--- src/rtl/ballot_pkg.sv ---
// Shared definitions for the 4-voter ballot collection path: FSM states,
// the evaluator's one-hot result codes and the voter count.
package ballot_pkg;

    localparam int NUM_VOTERS = 4;

    localparam logic [2:0] RES_REJECT  = 3'b001;
    localparam logic [2:0] RES_TIE     = 3'b010;
    localparam logic [2:0] RES_APPROVE = 3'b100;

    typedef enum logic [1:0] {
        ST_IDLE,
        ST_COLLECT,
        ST_ISSUE,
        ST_DONE
    } state_e;

    // True when the evaluator produced one of the three legal one-hot codes.
    function automatic logic is_valid_result(input logic [2:0] r);
        return (r == RES_REJECT) || (r == RES_TIE) || (r == RES_APPROVE);
    endfunction

endpackage

--- src/rtl/ballot_collector_if.sv ---
// Vote strobe and evaluator connection of the ballot collector.
// master = the side that casts votes and drives the evaluator result,
// slave  = the collector itself.
interface ballot_collector_if;
    import ballot_pkg::*;

    logic                  vote_valid;
    logic [1:0]            vote_id;
    logic                  vote_yes;
    logic                  dup_err;
    logic [NUM_VOTERS-1:0] ballot;
    logic                  ballot_valid;
    logic [2:0]            result;

    modport master (
        output vote_valid, vote_id, vote_yes, result,
        input  dup_err, ballot, ballot_valid
    );

    modport slave (
        input  vote_valid, vote_id, vote_yes, result,
        output dup_err, ballot, ballot_valid
    );

endinterface

--- src/rtl/ballot_collector_sat_counter.sv ---
// W-bit tally counter that sticks at all-ones instead of wrapping.
module sat_counter #(
    parameter int W = 8
) (
    input  logic         clk,
    input  logic         rst,
    input  logic         inc,
    output logic [W-1:0] count
);

    // Count up on inc until the maximum value is reached, then hold.
    always_ff @(posedge clk) begin
        if (rst) begin
            count <= '0;
        end else if (inc && (count != '1)) begin
            count <= count + 1'b1;
        end
    end

endmodule

--- src/rtl/ballot_collector.sv ---
// Collects one yes/no vote per voter per round, presents the finished
// ballot to the evaluator for one cycle, latches its decision and tallies
// round outcomes.
// Optional feature: define BALLOT_TIMEOUT_EN to force issue of a partial
// ballot after TIMEOUT_CYC cycles in COLLECT (adds the timed_out port).
module ballot_collector
    import ballot_pkg::*;
#(
    parameter int CNT_W = 8
`ifdef BALLOT_TIMEOUT_EN
    ,
    parameter int TIMEOUT_CYC = 64
`endif
) (
    input  logic               clk,
    input  logic               rst,
    input  logic               start,
    ballot_collector_if.slave  bus,
    output logic [2:0]         decision,
    output logic               result_err,
    output logic               busy,
    output logic               done,
    output logic [CNT_W-1:0]   approve_cnt,
    output logic [CNT_W-1:0]   tie_cnt,
    output logic [CNT_W-1:0]   reject_cnt
`ifdef BALLOT_TIMEOUT_EN
    ,
    output logic               timed_out
`endif
);

    state_e                state_q, state_d;
    logic [NUM_VOTERS-1:0] voted_q, voted_next;
    logic [NUM_VOTERS-1:0] ballot_q;
    logic                  dup_q;
    logic [2:0]            decision_q;
    logic                  result_err_q;
    logic                  enter_collect;
    logic                  vote_new;
    logic                  vote_dup;
    logic                  in_issue;

`ifdef BALLOT_TIMEOUT_EN
    localparam int TMO_W = (TIMEOUT_CYC > 1) ? $clog2(TIMEOUT_CYC) : 1;
    localparam logic [TMO_W-1:0] TMO_LAST = TMO_W'(TIMEOUT_CYC - 1);

    logic [TMO_W-1:0] tmo_cnt_q;
    logic             timed_out_q;
    logic             timeout_hit;
`endif

    assign in_issue = (state_q == ST_ISSUE);

    // Next-state decode and per-cycle vote classification.
    // NOTE: every signal gets a default before the case so no path leaves it unassigned, which would infer a latch.
    always_comb begin
        state_d       = state_q;
        enter_collect = 1'b0;
        vote_new      = 1'b0;
        vote_dup      = 1'b0;
        voted_next    = voted_q;
`ifdef BALLOT_TIMEOUT_EN
        timeout_hit   = 1'b0;
`endif
        unique case (state_q)
            ST_IDLE, ST_DONE: begin
                if (start) begin
                    state_d       = ST_COLLECT;
                    enter_collect = 1'b1;
                end
            end
            ST_COLLECT: begin
                if (bus.vote_valid) begin
                    if (voted_q[bus.vote_id]) begin
                        vote_dup = 1'b1;
                    end else begin
                        vote_new                = 1'b1;
                        voted_next[bus.vote_id] = 1'b1;
                    end
                end
                // A vote that completes the mask wins over a coincident timeout.
                if (voted_next == '1) begin
                    state_d = ST_ISSUE;
                end
`ifdef BALLOT_TIMEOUT_EN
                else if (tmo_cnt_q == TMO_LAST) begin
                    state_d     = ST_ISSUE;
                    timeout_hit = 1'b1;
                end
`endif
            end
            ST_ISSUE: state_d = ST_DONE;
            default:  state_d = ST_IDLE;
        endcase
    end

    // State register.
    // NOTE: clocked state uses non-blocking assignments so every flop samples pre-edge values regardless of block order.
    always_ff @(posedge clk) begin
        if (rst) begin
            state_q <= ST_IDLE;
        end else begin
            state_q <= state_d;
        end
    end

    // Round data: voted mask, ballot bits, duplicate pulse, decision and error flag.
    always_ff @(posedge clk) begin
        if (rst) begin
            voted_q      <= '0;
            ballot_q     <= '0;
            dup_q        <= 1'b0;
            decision_q   <= '0;
            result_err_q <= 1'b0;
        end else begin
            dup_q <= vote_dup;
            if (enter_collect) begin
                voted_q      <= '0;
                ballot_q     <= '0;
                result_err_q <= 1'b0;
            end else if (vote_new) begin
                voted_q           <= voted_next;
                ballot_q[bus.vote_id] <= bus.vote_yes;
            end
            if (in_issue) begin
                decision_q <= bus.result;
                if (!is_valid_result(bus.result)) begin
                    result_err_q <= 1'b1;
                end
            end
        end
    end

`ifdef BALLOT_TIMEOUT_EN
    // COLLECT cycle counter and sticky timeout flag, both cleared on round start.
    always_ff @(posedge clk) begin
        if (rst) begin
            tmo_cnt_q   <= '0;
            timed_out_q <= 1'b0;
        end else begin
            if (enter_collect) begin
                tmo_cnt_q   <= '0;
                timed_out_q <= 1'b0;
            end else begin
                if (state_q == ST_COLLECT) begin
                    tmo_cnt_q <= tmo_cnt_q + 1'b1;
                end
                if (timeout_hit) begin
                    timed_out_q <= 1'b1;
                end
            end
        end
    end

    assign timed_out = timed_out_q;
`endif

    sat_counter #(.W(CNT_W)) u_approve_cnt (
        .clk   (clk),
        .rst   (rst),
        .inc   (in_issue && (bus.result == RES_APPROVE)),
        .count (approve_cnt)
    );

    sat_counter #(.W(CNT_W)) u_tie_cnt (
        .clk   (clk),
        .rst   (rst),
        .inc   (in_issue && (bus.result == RES_TIE)),
        .count (tie_cnt)
    );

    sat_counter #(.W(CNT_W)) u_reject_cnt (
        .clk   (clk),
        .rst   (rst),
        .inc   (in_issue && (bus.result == RES_REJECT)),
        .count (reject_cnt)
    );

    assign bus.ballot       = ballot_q;
    assign bus.ballot_valid = in_issue;
    assign bus.dup_err      = dup_q;
    assign decision         = decision_q;
    assign result_err       = result_err_q;
    assign busy             = (state_q == ST_COLLECT) || in_issue;
    assign done             = (state_q == ST_DONE);

endmodule

--- src/flat_wrapper.sv ---
// flat-port wrapper written by rule: the top's interface ports become plain ports
module ballot_collector_flat import ballot_pkg::*;
#(
    parameter int CNT_W = 8

)
  (clk, rst, start, decision, result_err, busy, done, approve_cnt, tie_cnt, reject_cnt, bus_vote_valid, bus_vote_id, bus_vote_yes, bus_result, bus_dup_err, bus_ballot, bus_ballot_valid);
  ballot_collector_if bus_i ();
  input  logic clk;
  input  logic rst;
  input  logic start;
  output logic [2:0] decision;
  output logic result_err;
  output logic busy;
  output logic done;
  output logic [CNT_W-1:0] approve_cnt;
  output logic [CNT_W-1:0] tie_cnt;
  output logic [CNT_W-1:0] reject_cnt;
  input wire logic [$bits(bus_i.vote_valid)-1:0] bus_vote_valid;
  input wire logic [$bits(bus_i.vote_id)-1:0] bus_vote_id;
  input wire logic [$bits(bus_i.vote_yes)-1:0] bus_vote_yes;
  input wire logic [$bits(bus_i.result)-1:0] bus_result;
  output wire logic [$bits(bus_i.dup_err)-1:0] bus_dup_err;
  output wire logic [$bits(bus_i.ballot)-1:0] bus_ballot;
  output wire logic [$bits(bus_i.ballot_valid)-1:0] bus_ballot_valid;
  assign bus_i.vote_valid = bus_vote_valid;
  assign bus_i.vote_id = bus_vote_id;
  assign bus_i.vote_yes = bus_vote_yes;
  assign bus_i.result = bus_result;
  assign bus_dup_err = bus_i.dup_err;
  assign bus_ballot = bus_i.ballot;
  assign bus_ballot_valid = bus_i.ballot_valid;
  ballot_collector #(.CNT_W(CNT_W)) u_core (.clk(clk), .rst(rst), .start(start), .bus(bus_i), .decision(decision), .result_err(result_err), .busy(busy), .done(done), .approve_cnt(approve_cnt), .tie_cnt(tie_cnt), .reject_cnt(reject_cnt));
endmodule
--- config.mk ---
export PLATFORM = sky130hd
export DESIGN_NAME = ballot_collector_flat
export DESIGN_NICKNAME = d
export VERILOG_FILES = /design/src/rtl/ballot_pkg.sv /design/src/rtl/ballot_collector_if.sv /design/src/rtl/ballot_collector_sat_counter.sv /design/src/rtl/ballot_collector.sv /design/src/flat_wrapper.sv
export SDC_FILE = /design/constraint.sdc
export NUM_CORES = 1
export LEC_CHECK = 0
export CORE_UTILIZATION = 50
export DETAILED_ROUTE_END_ITERATION = 8
export HOLD_SLACK_MARGIN = 0.05
export PLACE_DENSITY = 0.8
export SLEW_MARGIN = 20
export SYNTH_ARGS = -nofsm -noshare
export SYNTH_HDL_FRONTEND = slang
export SYNTH_SLANG_ARGS = --single-unit
--- constraint.sdc ---
create_clock -name clk -period 2.2 [get_ports clk]
set_input_delay 0.33 -clock clk [delete_from_list [all_inputs] [get_ports clk]]
set_output_delay 0.33 -clock clk [all_outputs]
set_load 0.05 [all_outputs]
* After elaboration in Yosys (flattened, before gate mapping)
Cells that the tools add are included.
** Storage, ports and cells
- Register bits after elaboration :: 39
- Latch bits :: 0
- Memory bits (writable) :: 0
- Memory bits (read-only) :: 0
- Bits of input ports :: 10
- Output and inout bits :: 36
- Word-level logic and storage cells :: 65
- Memories kept :: 0
** Cells by class
- Add/subtract/negate cells :: 3
- Multiply operators :: 0
- Div/mod/pow operators :: 0
- Order comparisons :: 2
- Equality and inequality tests :: 12
- Shift operators :: 0
- Multiplexer cells :: 20
- Bitwise operators :: 3
- Reductions and logical operators :: 16
** Operators by type and width (count)
- adder 8 x 1 -> 8 bit, second input constant :: 3
- inequality test 8 bit, second input constant :: 3
- 2-to-1 mux 4 bit :: 3
- 2-to-1 mux 1 bit :: 11
- logical AND 1 bit :: 7
- case mux 2 bit (3 select lines) :: 1
- bitwise mux 4 bit :: 1
- equality test 2 bit, second input constant :: 2
- equality test 4 bit, second input constant :: 1
- 2-to-1 mux 2 bit :: 2
- bitwise OR 4 bit :: 1
- AND reduction 2 bit :: 2
- OR reduction 2 bit :: 2
- equality test 3 x 1 -> 1 bit, second input constant :: 1
- equality test 3 x 2 -> 1 bit, second input constant :: 1
- equality test 3 bit, second input constant :: 1
- logical OR 1 bit :: 3
- less-than comparator 2 x 3 -> 1 bit, second input constant :: 1
- OR reduction 3 bit :: 1
- binary-select mux 1 bit (select 2 bit) :: 1
- demux 1 bit (select 2 bit) :: 1
- equality test 2 x 1 -> 1 bit, second input constant :: 1
- greater-or-equal comparator 2 x 1 -> 1 bit, second input constant :: 1
- zero test 2 bit :: 1
- 3 further kinds :: 4

* Longest topological paths before layout
Gate-level depths: netlist (run 1).
- Word-level depth :: 11
- Depth in mapped cells :: 7

* Hierarchy
From an unflattened synthesis (run 1), not the netlist that was laid out.
** Second synthesis, totals
- Cell total of the unflattened synthesis :: 231
- Area total of the unflattened synthesis :: 2175.8 sq um
** Modules (own cells, without submodules)
- sat_counter :: instances 3, cells an instance 46, area an instance 430.4 sq um, seq. area each 160.2 sq um
- ballot_collector :: instances 1, cells an instance 93, area an instance 884.6 sq um, seq. area each 300.3 sq um

* Least setup slack after synthesis (run 1)
No wires, ideal clock.
- Path kind :: register to register
- Start point :: reg u_core.state_q[0]
- End point :: reg u_core.u_reject_cnt.count[5]
- Library setup time :: 0.123 ns
- Data arrival time :: 2.052 ns
- Path slack :: 0.024 ns
- Stages on the path, launching flop included :: 8
- Path through :: dfxtp_1 -> inv_1 -> ha_1 -> buf_4 -> nand4bb_4 -> a311oi_4 -> nand3_1 -> mux2_1
** Between the ends
- Cells in the longest elaborated chain, start to end :: 3
** RTL lines
- start: declaration :: RTL line ballot_collector.sv:32 : state_e state_q, state_d;
- start signal: assignment :: RTL line ballot_collector.sv:103 : state_q <= state_d;
- equality test 2 bit :: RTL line ballot_collector.sv:52 : assign in_issue = (state_q == ST_ISSUE);
- via bus_ballot_valid :: RTL line flat_wrapper.sv:25 : output wire logic [$bits(bus_i.ballot_valid)-1:0] bus_ballot_valid;
- logical AND 1 bit :: RTL line ballot_collector.sv:175 : .inc (in_issue && (bus.result == RES_REJECT)),
- logical AND 1 bit :: RTL line ballot_collector_sat_counter.sv:15 : end else if (inc && (count != '1)) begin
- end signal: assignment :: RTL line ballot_collector_sat_counter.sv:16 : count <= count + 1'b1;
- end: declaration :: RTL line ballot_collector_sat_counter.sv:8 : output logic [W-1:0] count
The timed path passes the listed nets, and every way through them passes these cells.
A chain may end at the register's enable or synchronous reset.

* Worst setup path in the final report (run 1)
- Start point :: reg u_core.u_reject_cnt.count[7]
- End point :: out reject_cnt[7]
** RTL lines
- end: declaration :: RTL line flat_wrapper.sv:18 : output logic [CNT_W-1:0] reject_cnt;
No word-level cell between the ends.

==> results of run 1 <==
path summary, 6_finish.rpt:
path	start	end	slack [ns]	cells after the start
max	u_core.u_reject_cnt.count[7]$_SDFFE_PP0P_	reject_cnt[7]	0.20	1
min	u_core.bus.ballot[0]$_SDFFE_PP0P_	u_core.bus.ballot[0]$_SDFFE_PP0P_	0.50	2
max reg2reg	u_core.state_q[1]$_SDFFE_PP0P_	u_core.u_tie_cnt.count[7]$_SDFFE_PP0P_	0.24	5
min reg2reg	u_core.bus.ballot[0]$_SDFFE_PP0P_	u_core.bus.ballot[0]$_SDFFE_PP0P_	0.50	2
cell usage in the layout, fill, tap and decap left out, types with 3 or more instances in the layout:
cell type,synthesis,layout
clkdlybuf4s50_1,0,43
dfxtp_1,39,39
nor2_1,35,35
mux2i_1,10,10
xor2_1,8,8
a21oi_1,8,8
inv_1,7,7
nand3_1,7,7
xnor2_1,7,7
o21ai_0,7,7
ha_1,6,6
nand2_1,5,5
o211ai_1,5,5
or3_1,5,5
clkbuf_8,0,5
and2_1,4,4
a31oi_1,4,4
buf_4,1,4
nand4_1,3,3
and3_1,3,3
o2111ai_1,3,3
nand3b_1,3,3
state kept, by name (all words and copies together), names as in the netlist:
name                        flops
u_core.state_q                  2
u_core.decision                 3
u_core.u_tie_cnt.count          8
u_core.result_err               1
u_core.voted_q                  4
u_core.u_reject_cnt.count       8
u_core.bus.ballot               4
u_core.bus.dup_err              1
u_core.u_approve_cnt.count      8
cell usage after synthesis, drive strengths merged, types with 3 or more instances:
library cell and n:
dfxtp 39, nand3b 3, inv 7, nand2 5
nor2 35, xnor2 7, and3 3, a31oi 4
buf 4, o211ai 5, nand4 3, clkbuf 5
a21oi 8, o2111ai 3, and2 4, mux2i 10
nand3 7, xor2 8, o21ai 7, or3 5
ha 6
per-layer routing:
| layer | vias up | track usage | wire length [µm] |
|---|---|---|---|
| met5 | - | 0 | 0 |
| met4 | 0 | 0.0951 | 78 |
| met3 | 8 | 0.0556 | 237 |
| met2 | 56 | 0.339 | 1840 |
| met1 | 807 | 0.253 | 1960 |
| li1 | 858 | - | - |
final cells by class:
| class | count | area [µm²] | share of cell area |
|---|---|---|---|
| Multi-Input combinational cell | 156 | 1140 | 0.441 |
| Sequential cell | 39 | 781 | 0.301 |
| Timing Repair Buffer | 49 | 500 | 0.193 |
| Clock buffer | 7 | 76.3 | 0.0294 |
| Tap cell | 48 | 60.1 | 0.0232 |
| Inverter | 7 | 26.3 | 0.0101 |
| Clock inverter | 1 | 5.00 | 0.00193 |
power by group through the flow:
stage	logic, W	clock network [W]	registers (W)
finish	0.000558	0.000470	0.000783
global route	0.000599	0.000508	0.000788
CTS	0.000563	0.000481	0.000782
detailed placement	0.000559	0	0.000799
global placement	0.000556	0	0.000797
floorplan	0.000333	0	0.000852
metrics by stage:
stage | hold WS, ns | utilization | setup WS (ns) | area, µm² | power [W]
global placement | 0.480 | 0.671 | 0.146 | 2510 | 0.00135
global route | 0.541 | 0.693 | 0.126 | 2590 | 0.00190
CTS | 0.497 | 0.693 | 0.201 | 2590 | 0.00183
detailed placement | 0.481 | 0.671 | 0.109 | 2510 | 0.00136
finish | 0.498 | 0.693 | 0.205 | 2590 | 0.00181
floorplan | 0.467 | - | 0.0245 | 2000 | 0.00118
logic make-up after synthesis:
kind of cell	synth area share
adder cells (fa/ha/maj)	0.0376
buffers and inverters	0.0363
AO/OA/AOI/OAI	0.159
multiplexers	0.0727
XOR/XNOR	0.0658
AND/OR/NAND/NOR	0.237
flip-flops	0.391
==> metrics.txt, run 1 <==
die width 65.2 µm; Setup crit end kind output pin; critical path cell sequence clkdlybuf4s50_1; internal power consumption 0.00118 W; Finish-stage setup viols 0; fill count 328; layout cells sized above 1 0.0849; top cells by area, synth dfxtp_1 39%, nor2_1 6.6%, mux2i_1 5.0%; core area 0.00374 mm²; Worst VDD drop 0.590 mV; EDFF count, synth 0; CTS tree built; placed cell count 299; Post-DRT Antenna Nets 0; Switching Fraction 0.348; Avg WL per Cell 13.4 µm; Crit Path Max Fanout 7; worst-skew pair later-pin latency 0.29 ns; cts bufs inserted 5; crit path DAT 1.67 ns; H-tree lvl count 2; CP max stage delay 0.87 ns; Worst-path clk slew 0.07 ns; DR iter-0 viols 90; maximum clock insertion buffer count 2; PD cells 698 mW/mm²; die area 0.00425 mm²; post-CTS setup buffers 0; Final min period 2.00 ns; port bufs 45; Synth cell types 51; Worst-Margin Slew 0.545 ns; hold_buf cts 0; vias in the first global route 1,558; Syn Nets 227; Final Hold Viols 0; switching power of the nets 0.000630 W; Vias per Instance 5.63; total leakage power 0.911 nW; post-synthesis sequential area ratio 0.391; Synth Register Bits 39; Syn Std Cell Area 0.00200 mm²; cells after synthesis 211; kind of critical path reg -> out; setup TNS 0 ns; share of the synthesized area in the top cell type 0.391; fmax 0.501 GHz; FFs w/ async S/R, synth 0; Clock Sinks 39; Worst Path Buf+Inv 1; CTS root buf clkbuf_8; Mapped Avg Cell Area 9.46 µm²; worst min path class reg -> reg; first-pass GRT wire length 6.81 mm; Inserted Diodes 0; Final period util 0.907; Final nets 274; GR Util All Layers 0.208; RD Place Congestion 0.853; Initial Utilization 0.533; Worst Path Required 1.87 ns; Max-Cap Viols 0; Gate power share 0.308; hpwl dp 2.88 mm; Layout area overhead 29.8%; pin count of the biggest net entering global routing 26; clock skew 0.00474 ns; largest area contributor in the netlist dfxtp_1; Sequential Power Share 0.433; RSZ-0062 raised after global routing no; # IOs 46; cell family with most CP delay buffers and inverters; status completed; Crit-path slowest cell clkdlybuf4s50_1; Most used DFF post-synth dfxtp_1; YS warnings 0; # DRC 0; Max-slew headroom 0.635; post_cts resized 0; clock network power share 0.259; grt ovf 0; drt pass-1 iters 4; initial antenna violation count 0; CP Launch Type register; Die Y 65.2 µm; fin cells 307; via count 1,729; Pins Over Slew Limit 0; Total Wirelength 4.12 mm; Rows 22
(Power assumes the default switching activity.)
==> run 2: changes to the inputs <==
==> constraint.sdc (replaced) <==
create_clock -name clk -period 2.1 [get_ports clk]
set_input_delay 0.315 -clock clk [delete_from_list [all_inputs] [get_ports clk]]
set_output_delay 0.315 -clock clk [all_outputs]
set_load 0.05 [all_outputs]
==> run 2 against run 1 <==
  * Worst hold slack worse by 0.012 ns
  * Global-route usage down 0.25 points
  * Total power up 2.5%
  * First-iteration DRC count up 6.7%
  * Non-clock buffer count up 1
  * Register-to-register slack better by 0.03 ns
  * Utilization down 0.40 points
  * Die area unchanged
  * Sequential power up 4.5%
  * Cell count up 0.33%
  * Largest power group unchanged
==> metrics.txt, run 2 (synthesis results as in run 1) <==
status completed; Worst VDD drop 0.494 mV (-16%); cts bufs inserted 5 (unchanged); core area 0.00374 mm² (unchanged); crit path DAT 1.65 ns (-0.02 ns); # IOs 46 (unchanged); Total Wirelength 3.94 mm (-4.4%); Layout area overhead 29.1%; worst slack at placement 0.0353 ns (-0.0735 ns); kind of critical path reg -> out; register area 781 µm² (unchanged); initial antenna violation count 0 (unchanged); DR iter-0 viols 96 (+6.7%); vias in the first global route 1,501 (-3.7%); setup TNS 0 ns (unchanged); Final period util 0.934; Die Y 65.2 µm (unchanged); Pins Over Slew Limit 0 (unchanged); total leakage power 0.905 nW (-0.57%); most frequent cells in the layout 43 x clkdlybuf4s50_1, 39 x dfxtp_1, 35 x nor2_1; first-pass GRT wire length 6.80 mm (-0.21%); Area after DPL 0.00250 mm² (-0.60%); RSZ-0062 raised after global routing no; clock skew 0.00476 ns (+0.0000199 ns); post-route setup slack 0.139 ns (-0.0657 ns); H-tree lvl count 2 (unchanged); PD cells 720 mW/mm² (+3.1%); CTS root buf clkbuf_8; hpwl dp 2.87 mm (-0.34%); Max-slew headroom 0.655 (+0.0193); fill count 330 (+0.61%); met3 Track Usage GR 0.0625 (+0.00694); fin cells 308 (+0.33%); Rows 22 (unchanged); Worst-Margin Slew 0.516 ns (-0.0288 ns); Worst Path Required 1.78 ns (-0.09 ns); Post-DRT Antenna Nets 0 (unchanged); Vias per Instance 5.44 (-3.5%); Setup crit end kind output pin; Final Util 0.689 (-0.00401); grt ovf 0 (unchanged); port bufs 45 (unchanged); CP Launch Type register; Finish-stage setup viols 0 (unchanged); layout cells sized above 1 0.0923 (+0.00737); CP max stage delay 0.86 ns (about the same); Crit Path Max Fanout 7 (unchanged); post_cts resized 0 (unchanged); CTS tree built; Clock Sinks 39 (unchanged); Max-Cap Viols 0 (unchanged); Inserted Diodes 0 (unchanged); post-CTS setup buffers 0 (unchanged); Crit-path slowest cell clkdlybuf4s50_1; largest registers u_core.u_approve_cnt.count (8), u_core.u_reject_cnt.count (8), u_core.u_tie_cnt.count (8); pin count of the biggest net entering global routing 13 (-50%); cell family with most CP delay buffers and inverters; critical path cell sequence clkdlybuf4s50_1; Worst Path Buf+Inv 1 (unchanged); GR Layer Usage met2 0.325 (-0.0142); GRT met1 Usage 0.264 (+0.0110); RD Place Congestion 0.840 (-1.6%); Avg WL per Cell 12.8 µm (-4.7%); post-layout instance area 0.00258 mm² (-0.58%); # DRC 0 (unchanged); worst min path class reg -> reg; Final nets 275 (+0.36%); maximum clock insertion buffer count 2 (unchanged); Final min period 1.96 ns; Worst-path clk slew 0.07 ns (about the same); most used routing layer met2; GR Util All Layers 0.205 (-0.00250); placed cell count 300 (+0.33%); worst-skew pair later-pin latency 0.29 ns (about the same); fmax 0.510 GHz; most common cell after layout, fill and taps aside clkdlybuf4s50_1; Final Hold Viols 0 (unchanged); Multi-input gate area 0.00115 mm² (+0.22%); die width 65.2 µm (unchanged); hold_buf cts 0 (unchanged); Initial Utilization 0.533 (unchanged); drt pass-1 iters 4 (unchanged); die area 0.00425 mm² (unchanged); via count 1,674 (-3.2%)
[run 2: power by group]
part	internal (W)	switching, W	total (W)	leakage (nW)
combinational	0.000204	0.000356	0.000560	0.548
sequential	0.000782	0.0000356	0.000818	0.315
clock	0.000233	0.000246	0.000479	0.0422
[run 2: cell type report]
type,count,share of cell area
multi-input cells,156,0.445
flip-flops and latches,39,0.303
repair buffers,50,0.187
clock buffers,7,0.0296
well taps,48,0.0233
inverters,7,0.0102
clock inverters,1,0.00194
[run 2: final timing paths]
check / cells past startpoint / from / slack [ns] / to
worst min-delay path: 2 / u_core.result_err$_SDFF_PP0_ / 0.49 / u_core.result_err$_SDFF_PP0_
worst max register to register: 6 / u_core.state_q[0]$_SDFFE_PP0P_ / 0.27 / u_core.u_approve_cnt.count[7]$_SDFFE_PP0P_
worst max-delay path: 1 / u_core.u_reject_cnt.count[7]$_SDFFE_PP0P_ / 0.14 / reject_cnt[7]
worst min register to register: 2 / u_core.result_err$_SDFF_PP0_ / 0.49 / u_core.result_err$_SDFF_PP0_
[run 2: metal layers]
metal | up-vias | part of all wire
met4 | 0 | 0.013
li1 | 868 | -
met3 | 6 | 0.059
met5 | - | 0
met1 | 762 | 0.46
met2 | 38 | 0.46
[run 2: through the flow]
stage	hold slack [ns]	total power, W
after CTS	0.495	0.00188
after global placement	0.477	0.00139
after floorplan	0.459	0.00125
after global routing	0.512	0.00197
after detailed placement	0.486	0.00139
final	0.486	0.00186
